<file path="config.mk">
export PLATFORM = sky130hd
export DESIGN_NAME = id_operand_stage
export DESIGN_NICKNAME = d
export VERILOG_FILES = /design/src/rtl/rv64_pkg.sv /design/src/rtl/operand_fwd_mux.sv /design/src/rtl/id_operand_stage.sv
export SDC_FILE = /design/constraint.sdc
export NUM_CORES = 1
export LEC_CHECK = 0
export BUFFER_PORTS_ARGS = -buffer_cell sky130_fd_sc_hd__clkbuf_2
export CELL_PAD_IN_SITES_DETAIL_PLACEMENT = 0
export CELL_PAD_IN_SITES_GLOBAL_PLACEMENT = 1
export CORE_AREA = 5 5 281 283
export CTS_CLUSTER_DIAMETER = 40
export CTS_CLUSTER_SIZE = 20
export DETAILED_ROUTE_END_ITERATION = 12
export DIE_AREA = 0 0 286 288
export GPL_ROUTABILITY_DRIVEN = 0
export HOLD_SLACK_MARGIN = 0.06
export PLACE_DENSITY_LB_ADDON = 0.1
export REMOVE_ABC_BUFFERS = 1
export SYNTH_ARGS = -nofsm -noshare
export SYNTH_HDL_FRONTEND = slang
export SYNTH_SLANG_ARGS = --single-unit
</file>
<file path="constraint.sdc">
create_clock -name clk -period 4.4 [get_ports clk]
set_clock_uncertainty 0.2 [all_clocks]
set_input_delay 0 -clock clk [delete_from_list [all_inputs] [get_ports clk]]
set_output_delay 0 -clock clk [all_outputs]
set_load 0.005 [all_outputs]
</file>
<file path="src/rtl/rv64_pkg.sv">
// Shared widths, forwarding-source encoding and RAW match helper for the RV64I+Zba pipeline.
// Latency: n/a (types and pure functions only).
// Backpressure: n/a.
package rv64_pkg;

  localparam int XLEN   = 64;
  localparam int REG_AW = 5;
  localparam int CTRL_W = 16;

  typedef enum logic [1:0] {
    FWD_RF,
    FWD_MEM,
    FWD_WB
  } fwd_sel_e;

  // A producer matches a consumer only when it is live and both name the same
  // non-zero register; x0 never carries a dependency.
  function automatic logic raw_match(input logic              valid,
                                     input logic [REG_AW-1:0] rd,
                                     input logic [REG_AW-1:0] rs);
    return valid && (rd == rs) && (rs != '0);
  endfunction

endpackage

</file>
<file path="src/rtl/operand_fwd_mux.sv">
// Per-operand source select: MEM result, then WB write, then register file read data.
// Latency: purely combinational. Backpressure: none, the parent stage decides when to capture.
// Build option OPERAND_FWD_EN: when undefined the register file is always selected.
module operand_fwd_mux
  import rv64_pkg::*;
(
  input  logic [REG_AW-1:0] rs,
  input  logic [XLEN-1:0]   rf_data,
  input  logic              mem_fwd_valid,
  input  logic [REG_AW-1:0] mem_fwd_rd,
  input  logic              mem_fwd_is_load,
  input  logic [XLEN-1:0]   mem_fwd_data,
  input  logic              wb_fwd_valid,
  input  logic [REG_AW-1:0] wb_fwd_rd,
  input  logic [XLEN-1:0]   wb_fwd_data,
  output logic [XLEN-1:0]   val,
  output fwd_sel_e          sel
);

  // Select the youngest available producer; a load in MEM has no data yet and
  // is left to the parent's hazard logic.
  always_comb begin
    val = rf_data;
    sel = FWD_RF;
`ifdef OPERAND_FWD_EN
    if (raw_match(mem_fwd_valid && !mem_fwd_is_load, mem_fwd_rd, rs)) begin
      val = mem_fwd_data;
      sel = FWD_MEM;
    end else if (raw_match(wb_fwd_valid, wb_fwd_rd, rs)) begin
      val = wb_fwd_data;
      sel = FWD_WB;
    end
`endif
  end

`ifndef OPERAND_FWD_EN
  // Forwarding inputs are intentionally ignored in the register-file-only build.
  logic unused_fwd;
  assign unused_fwd = ^{rs, mem_fwd_valid, mem_fwd_rd, mem_fwd_is_load, mem_fwd_data,
                        wb_fwd_valid, wb_fwd_rd, wb_fwd_data};
`endif

endmodule

</file>
<file path="src/rtl/id_operand_stage.sv">
// Decode-to-execute operand stage: RF addressing, operand forwarding, RAW stall, ID/EX register.
// Latency: 1 cycle, an instruction accepted at edge N appears on ex_* after edge N.
// Backpressure: id_ready drops on EX stall (ex_valid && !ex_ready), RAW hazard, flush or reset.
// Build option OPERAND_FWD_EN: MEM/WB forwarding; undefined stalls on every in-flight writer.
module id_operand_stage
  import rv64_pkg::*;
(
  input  logic              clk,
  input  logic              rst_n,
  input  logic              flush,
  input  logic              id_valid,
  output logic              id_ready,
  input  logic [REG_AW-1:0] id_rs1,
  input  logic [REG_AW-1:0] id_rs2,
  input  logic              id_use_rs1,
  input  logic              id_use_rs2,
  input  logic [REG_AW-1:0] id_rd,
  input  logic              id_is_load,
  input  logic [XLEN-1:0]   id_pc,
  input  logic [XLEN-1:0]   id_imm,
  input  logic [CTRL_W-1:0] id_ctrl,
  output logic [REG_AW-1:0] rf_rs1,
  output logic [REG_AW-1:0] rf_rs2,
  input  logic [XLEN-1:0]   rf_rs1_data,
  input  logic [XLEN-1:0]   rf_rs2_data,
  input  logic              mem_fwd_valid,
  input  logic [REG_AW-1:0] mem_fwd_rd,
  input  logic              mem_fwd_is_load,
  input  logic [XLEN-1:0]   mem_fwd_data,
  input  logic              wb_fwd_valid,
  input  logic [REG_AW-1:0] wb_fwd_rd,
  input  logic [XLEN-1:0]   wb_fwd_data,
  output logic              ex_valid,
  input  logic              ex_ready,
  output logic [XLEN-1:0]   ex_pc,
  output logic [XLEN-1:0]   ex_imm,
  output logic [XLEN-1:0]   ex_rs1_val,
  output logic [XLEN-1:0]   ex_rs2_val,
  output logic [REG_AW-1:0] ex_rd,
  output logic              ex_is_load,
  output logic [CTRL_W-1:0] ex_ctrl
);

  logic [XLEN-1:0] rs1_val;
  logic [XLEN-1:0] rs2_val;
  fwd_sel_e        rs1_sel;
  fwd_sel_e        rs2_sel;
  logic            haz_rs1;
  logic            haz_rs2;
  logic            hazard;
  logic            adv;
  logic            accept;

  assign rf_rs1 = id_rs1;
  assign rf_rs2 = id_rs2;

  operand_fwd_mux u_rs1_mux (
    .rs              (id_rs1),
    .rf_data         (rf_rs1_data),
    .mem_fwd_valid   (mem_fwd_valid),
    .mem_fwd_rd      (mem_fwd_rd),
    .mem_fwd_is_load (mem_fwd_is_load),
    .mem_fwd_data    (mem_fwd_data),
    .wb_fwd_valid    (wb_fwd_valid),
    .wb_fwd_rd       (wb_fwd_rd),
    .wb_fwd_data     (wb_fwd_data),
    .val             (rs1_val),
    .sel             (rs1_sel)
  );

  operand_fwd_mux u_rs2_mux (
    .rs              (id_rs2),
    .rf_data         (rf_rs2_data),
    .mem_fwd_valid   (mem_fwd_valid),
    .mem_fwd_rd      (mem_fwd_rd),
    .mem_fwd_is_load (mem_fwd_is_load),
    .mem_fwd_data    (mem_fwd_data),
    .wb_fwd_valid    (wb_fwd_valid),
    .wb_fwd_rd       (wb_fwd_rd),
    .wb_fwd_data     (wb_fwd_data),
    .val             (rs2_val),
    .sel             (rs2_sel)
  );

  // Source selects are kept for debug visibility; the stage itself only needs the values.
  logic unused_sel;
  assign unused_sel = ^{rs1_sel, rs2_sel};

  // RAW hazard per used operand: with forwarding only loads without data stall,
  // without forwarding any writer still in flight stalls.
  always_comb begin
    haz_rs1 = 1'b0;
    haz_rs2 = 1'b0;
`ifdef OPERAND_FWD_EN
    haz_rs1 = id_use_rs1 &&
              (raw_match(ex_valid && ex_is_load, ex_rd, id_rs1) ||
               raw_match(mem_fwd_valid && mem_fwd_is_load, mem_fwd_rd, id_rs1));
    haz_rs2 = id_use_rs2 &&
              (raw_match(ex_valid && ex_is_load, ex_rd, id_rs2) ||
               raw_match(mem_fwd_valid && mem_fwd_is_load, mem_fwd_rd, id_rs2));
`else
    haz_rs1 = id_use_rs1 &&
              (raw_match(ex_valid, ex_rd, id_rs1) ||
               raw_match(mem_fwd_valid, mem_fwd_rd, id_rs1) ||
               raw_match(wb_fwd_valid, wb_fwd_rd, id_rs1));
    haz_rs2 = id_use_rs2 &&
              (raw_match(ex_valid, ex_rd, id_rs2) ||
               raw_match(mem_fwd_valid, mem_fwd_rd, id_rs2) ||
               raw_match(wb_fwd_valid, wb_fwd_rd, id_rs2));
`endif
  end

  assign hazard   = haz_rs1 || haz_rs2;
  assign adv      = !ex_valid || ex_ready;
  // rst_n gates id_ready so the decoder never sees a handshake while the stage is held in reset.
  assign id_ready = rst_n && adv && !hazard && !flush;
  assign accept   = adv && id_valid && !hazard;

  // ID/EX register: flush kills, accept captures, advance without accept inserts a bubble, else hold.
  always_ff @(posedge clk or negedge rst_n) begin
    if (!rst_n) begin
      ex_valid   <= 1'b0;
      ex_pc      <= '0;
      ex_imm     <= '0;
      ex_rs1_val <= '0;
      ex_rs2_val <= '0;
      ex_rd      <= '0;
      ex_is_load <= 1'b0;
      ex_ctrl    <= '0;
    end else if (flush) begin
      ex_valid <= 1'b0;
    end else if (accept) begin
      ex_valid   <= 1'b1;
      ex_pc      <= id_pc;
      ex_imm     <= id_imm;
      ex_rs1_val <= rs1_val;
      ex_rs2_val <= rs2_val;
      ex_rd      <= id_rd;
      ex_is_load <= id_is_load;
      ex_ctrl    <= id_ctrl;
    end else if (adv) begin
      ex_valid <= 1'b0;
    end
  end

endmodule

</file>
==> flow_summary.ini, run 1 <==
[synth]
synth_cell_types = 21
synth-seq-area-share_pct = 59.0
postSynthAreaPerCell_um2 = 18.1
synth.top_cell.area_share_pct = 59.0
synthCells = 652
yosysTopAreaCell = dfrtp_1
syn-cell-area_um2 = 11800
yosys_warnings = 0
synth-seq-cells = 279
synthTopCellsByArea = dfrtp_1, mux2_4, mux2_2

[clock_tree]
htree_levels = 3
cts_buffers = 75
cts.sinks = 279
cts_root_buf = clkbuf_16
postCtsSetupBuffers = 0
ctsResizeCount = 0
ctsHoldBuffers = 470
cts_buffer_depth = 3

[placement]
place_ws_ns = 1.14
portBuffers = 596
hpwl_um = 33800
place_area_um2 = 15800

[status]
status = aborted with a tool error
stop_error = [ERROR RSZ-0060] Max buffer count reached.
failing_step = clock tree synthesis

[die]
die_w_um = 286
ioPinCount = 726
die_y_um = 288
row_count = 102
initial_core_util_pct = 15.5
## cell usage after synthesis
library cell,number
a21oi_1,1
a31o_2,1
and3_1,1
buf_2,5
buf_4,10
buf_6,4
buf_8,22
dfrtp_1,279
mux2_2,58
mux2_4,220
nand2b_1,1
nand3_1,6
nor2b_1,1
nor4_1,6
o2111a_1,2
o211ai_1,1
o21ai_0,1
o21ai_1,1
or4_1,2
xnor2_1,6
xor2_1,24
## through the flow
stage | instances | hold WS, ns
global placement | 2208 | -0.142
floorplan | 611 | -0.496
detailed placement | 2208 | -0.139
## cell families after synthesis
family	Yosys count	share of synthesized area [%]
flip-flops	279	59.0
AND/OR/NAND/NOR	17	0.857
XOR/XNOR	30	2.22
AO/OA/AOI/OAI	7	0.455
multiplexers	278	33.4
buffers and inverters	41	4.02
==> run 2, diff against run 1 <==
--- a/config.mk
+++ b/config.mk
@@ -6,16 +6,11 @@
 export NUM_CORES = 1
 export LEC_CHECK = 0
 export BUFFER_PORTS_ARGS = -buffer_cell sky130_fd_sc_hd__clkbuf_2
-export CELL_PAD_IN_SITES_DETAIL_PLACEMENT = 0
-export CELL_PAD_IN_SITES_GLOBAL_PLACEMENT = 1
 export CORE_AREA = 5 5 281 283
-export CTS_CLUSTER_DIAMETER = 40
-export CTS_CLUSTER_SIZE = 20
 export DETAILED_ROUTE_END_ITERATION = 12
 export DIE_AREA = 0 0 286 288
 export GPL_ROUTABILITY_DRIVEN = 0
-export HOLD_SLACK_MARGIN = 0.06
-export PLACE_DENSITY_LB_ADDON = 0.1
+export PLACE_DENSITY_LB_ADDON = 0.15
 export REMOVE_ABC_BUFFERS = 1
 export SYNTH_ARGS = -nofsm -noshare
 export SYNTH_HDL_FRONTEND = slang
==> run 2 against run 1 <==
- area after synthesis is the same
- the run now ends clean
- synthesized cell count is the same
==> flow_summary.ini, run 2 <==
[status]
status = finished, final reports clean

[die]
ioPinCount = 726
fp.dieArea_um2 = 82400
row_count = 102
core-area_um2 = 76400
die_y_um = 288
initial_core_util_pct = 15.5
die_w_um = 286

[synth]
synthArstFlopShare_pct = 100
synthFlopType = dfrtp_1
synth_edf_count = 0
synth_common_cells = dfrtp_1, mux2_4, mux2_2
yosys_warnings = 0
synth_compound_area_share_pct = 0.455
postSynthAreaPerCell_um2 = 18.1
synth_xor_xnor_area_share_pct = 2.22
syn-cell-area_um2 = 11800
synth.top_cell.area_share_pct = 59.0
synthCells = 652
synth-seq-cells = 279
yosysMostFrequentCell = dfrtp_1
synth_fa_ha_area_share_pct = 0
synth_top_family_by_area = multiplexers
synth-simple-area-share_pct = 0.857
synth-seq-area-share_pct = 59.0
synth_cell_types = 21
yosysTopAreaCell = dfrtp_1
synth_mux_area_share_pct = 33.4
synthTopCellsByArea = dfrtp_1, mux2_4, mux2_2

[placement]
portBuffers = 596
place_area_um2 = 15700
hpwl_um = 30100

[cells_and_area]
nets = 2095
synthToLayoutAreaGrowth_pct = 77.8
final_util_pct = 27.5
final_cell_mix = clkbuf_2, dlygate4sd3_1, dfrtp_1, mux2_4, mux2_2
final_area_um2 = 21000
final_common_cell = clkbuf_2
drive_gt1_share_pct = 56.2

[setup_path]
cp_max_fo = 41
crit_type = reg -> reg
crit_path_top_delay_cell = o2111a_4
worstSetupEndpointType = flop
crit_buf_inv = 1
critPathLaunchType = flop
cp.required_ns = 4.61
crit_family = compound AO/OA/AOI/OAI gates
critPathMaxStageDelay_ns = 0.77
cp.arrival_ns = 3.60
crit_chain = xor2_1, nor4_1, nand3_1, and3_1, o2111a_4, buf_4, mux2_2

[pwr]
intPower_uw = 6410
pwr-share-clk_pct = 36.7
power_frac_seq_pct = 39.0
p_comb_share_pct = 24.3
sw_frac_of_total_pct = 26.2
static-leakage-power_uw = 0.0101
power_density_nw_per_um2 = 412
power_uw = 8680
p_sw_uw = 2270
ir_drop_uv = 270

[routing]
vias = 9288
wl_per_cell_um = 16.0
antenna_left = 0
drt_drc_violations_left = 0
drt_iter0_markers = 262
wl_um = 42800
dr.pass1.iters = 4
vias_per_cell = 3.47

[grt]
grt_pass1_vias = 10706
overflow = 0
grt_max_degree = 95
grt_usage_pct = 9.86
grt_pass1_wl_um = 63500
antenna_found_initial = 2

[clock_tree]
cts_tree = done
cts.sinks = 279
postCtsSetupBuffers = 0
clock_latency_ns = 0.52
htree_levels = 2
ctsHoldBuffers = 399
cts.clk_slew.worst_paths_ns = 0.05
cts_buffer_depth = 3
cts_buffers = 38
ctsResizeCount = 0
cts_root_buf = clkbuf_16

[timing]
maxSlewViolCount = 0
setup-tns-final_ns = 0
fin_crit_ns = 3.39
worst_pin_slew_ns = 0.826
hold_violations = 0
rsz0062_at_grt = false
finalCritPeriodShare_pct = 77.1
setup_viol = 0
max_slew_margin_pct = 44.9
fmax_mhz = 295

[flow_run]
maxCapViolations = 0

[min_path]
min_path_type = in -> reg
==> run 2: power by group through the flow <==
stage          Combinational, uW  Clock [uW]  Sequential [uW]
3_5_place_dp                1860           0             3410
5_1_grt                     2270        3430             3450
4_1_cts                     2160        3350             3380
2_1_floorplan               1040           0             3430
3_3_place_gp                1880           0             3410
6_report                    2110        3180             3380
==> run 2: per-stage QoR <==
step	std cells	hold slack (ns)	setup slack (ns)
after floorplan	611	-0.496	-7.16
after global placement	2208	-0.180	0.984
after detailed placement	2208	-0.178	0.970
after CTS	2673	0.000601	0.972
after global routing	2675	0.00799	0.835
final	2675	0.0434	1.01
==> run 2: final cells by class <==
cell class	count	area, um^2
flip-flops and latches	279	6980
diodes	2	5.00
well taps	988	1240
clock inverters	10	160
repair buffers	1008	7150
fillers	7927	55400
clock buffers	56	1120
multi-input cells	332	4380
==> run 2: path summary, 6_finish.rpt <==
check                                      from  cells after the start             end  slack, ns
worst max register to register         ex_rd[0]                      7      ex_ctrl[3]       1.01
worst max-delay path                   ex_rd[0]                      7      ex_ctrl[3]       1.01
max in group asynchronous                 rst_n                      4      ex_imm[30]       2.94
min in group asynchronous                 rst_n                      4  ex_rs1_val[47]       0.47
worst min register to register        ex_pc[37]                      1       ex_pc[37]       0.30
worst min-delay path            rf_rs1_data[49]                      3  ex_rs1_val[49]       0.04
==> run 2: worst min-delay path, delay by kind of cell <==
| kind | cells | cell delay (ns) |
|---|---|---|
| buf+inv | 2 | 0.61 |
| mux | 1 | 0.12 |
==> run 2: kinds of logic (layout without fill, tap and decap cells) <==
kind of cell	count (synthesis)	count (layout)
AO/OA/AOI/OAI	7	7
XOR/XNOR	30	30
other	0	2
multiplexers	278	278
AND/OR/NAND/NOR	17	17
buffers and inverters	41	1074
flip-flops	279	279
==> run 2: layer usage <==
| metal | track usage (%) | part of all wire [%] |
|---|---|---|
| met1 | 10.6 | 37 |
| met2 | 17.9 | 52 |
| met3 | 3.02 | 7.0 |
| met4 | 4.17 | 3.9 |
| met5 | 0 | 0 |
Note: power is estimated with default switching activity, not from simulation.
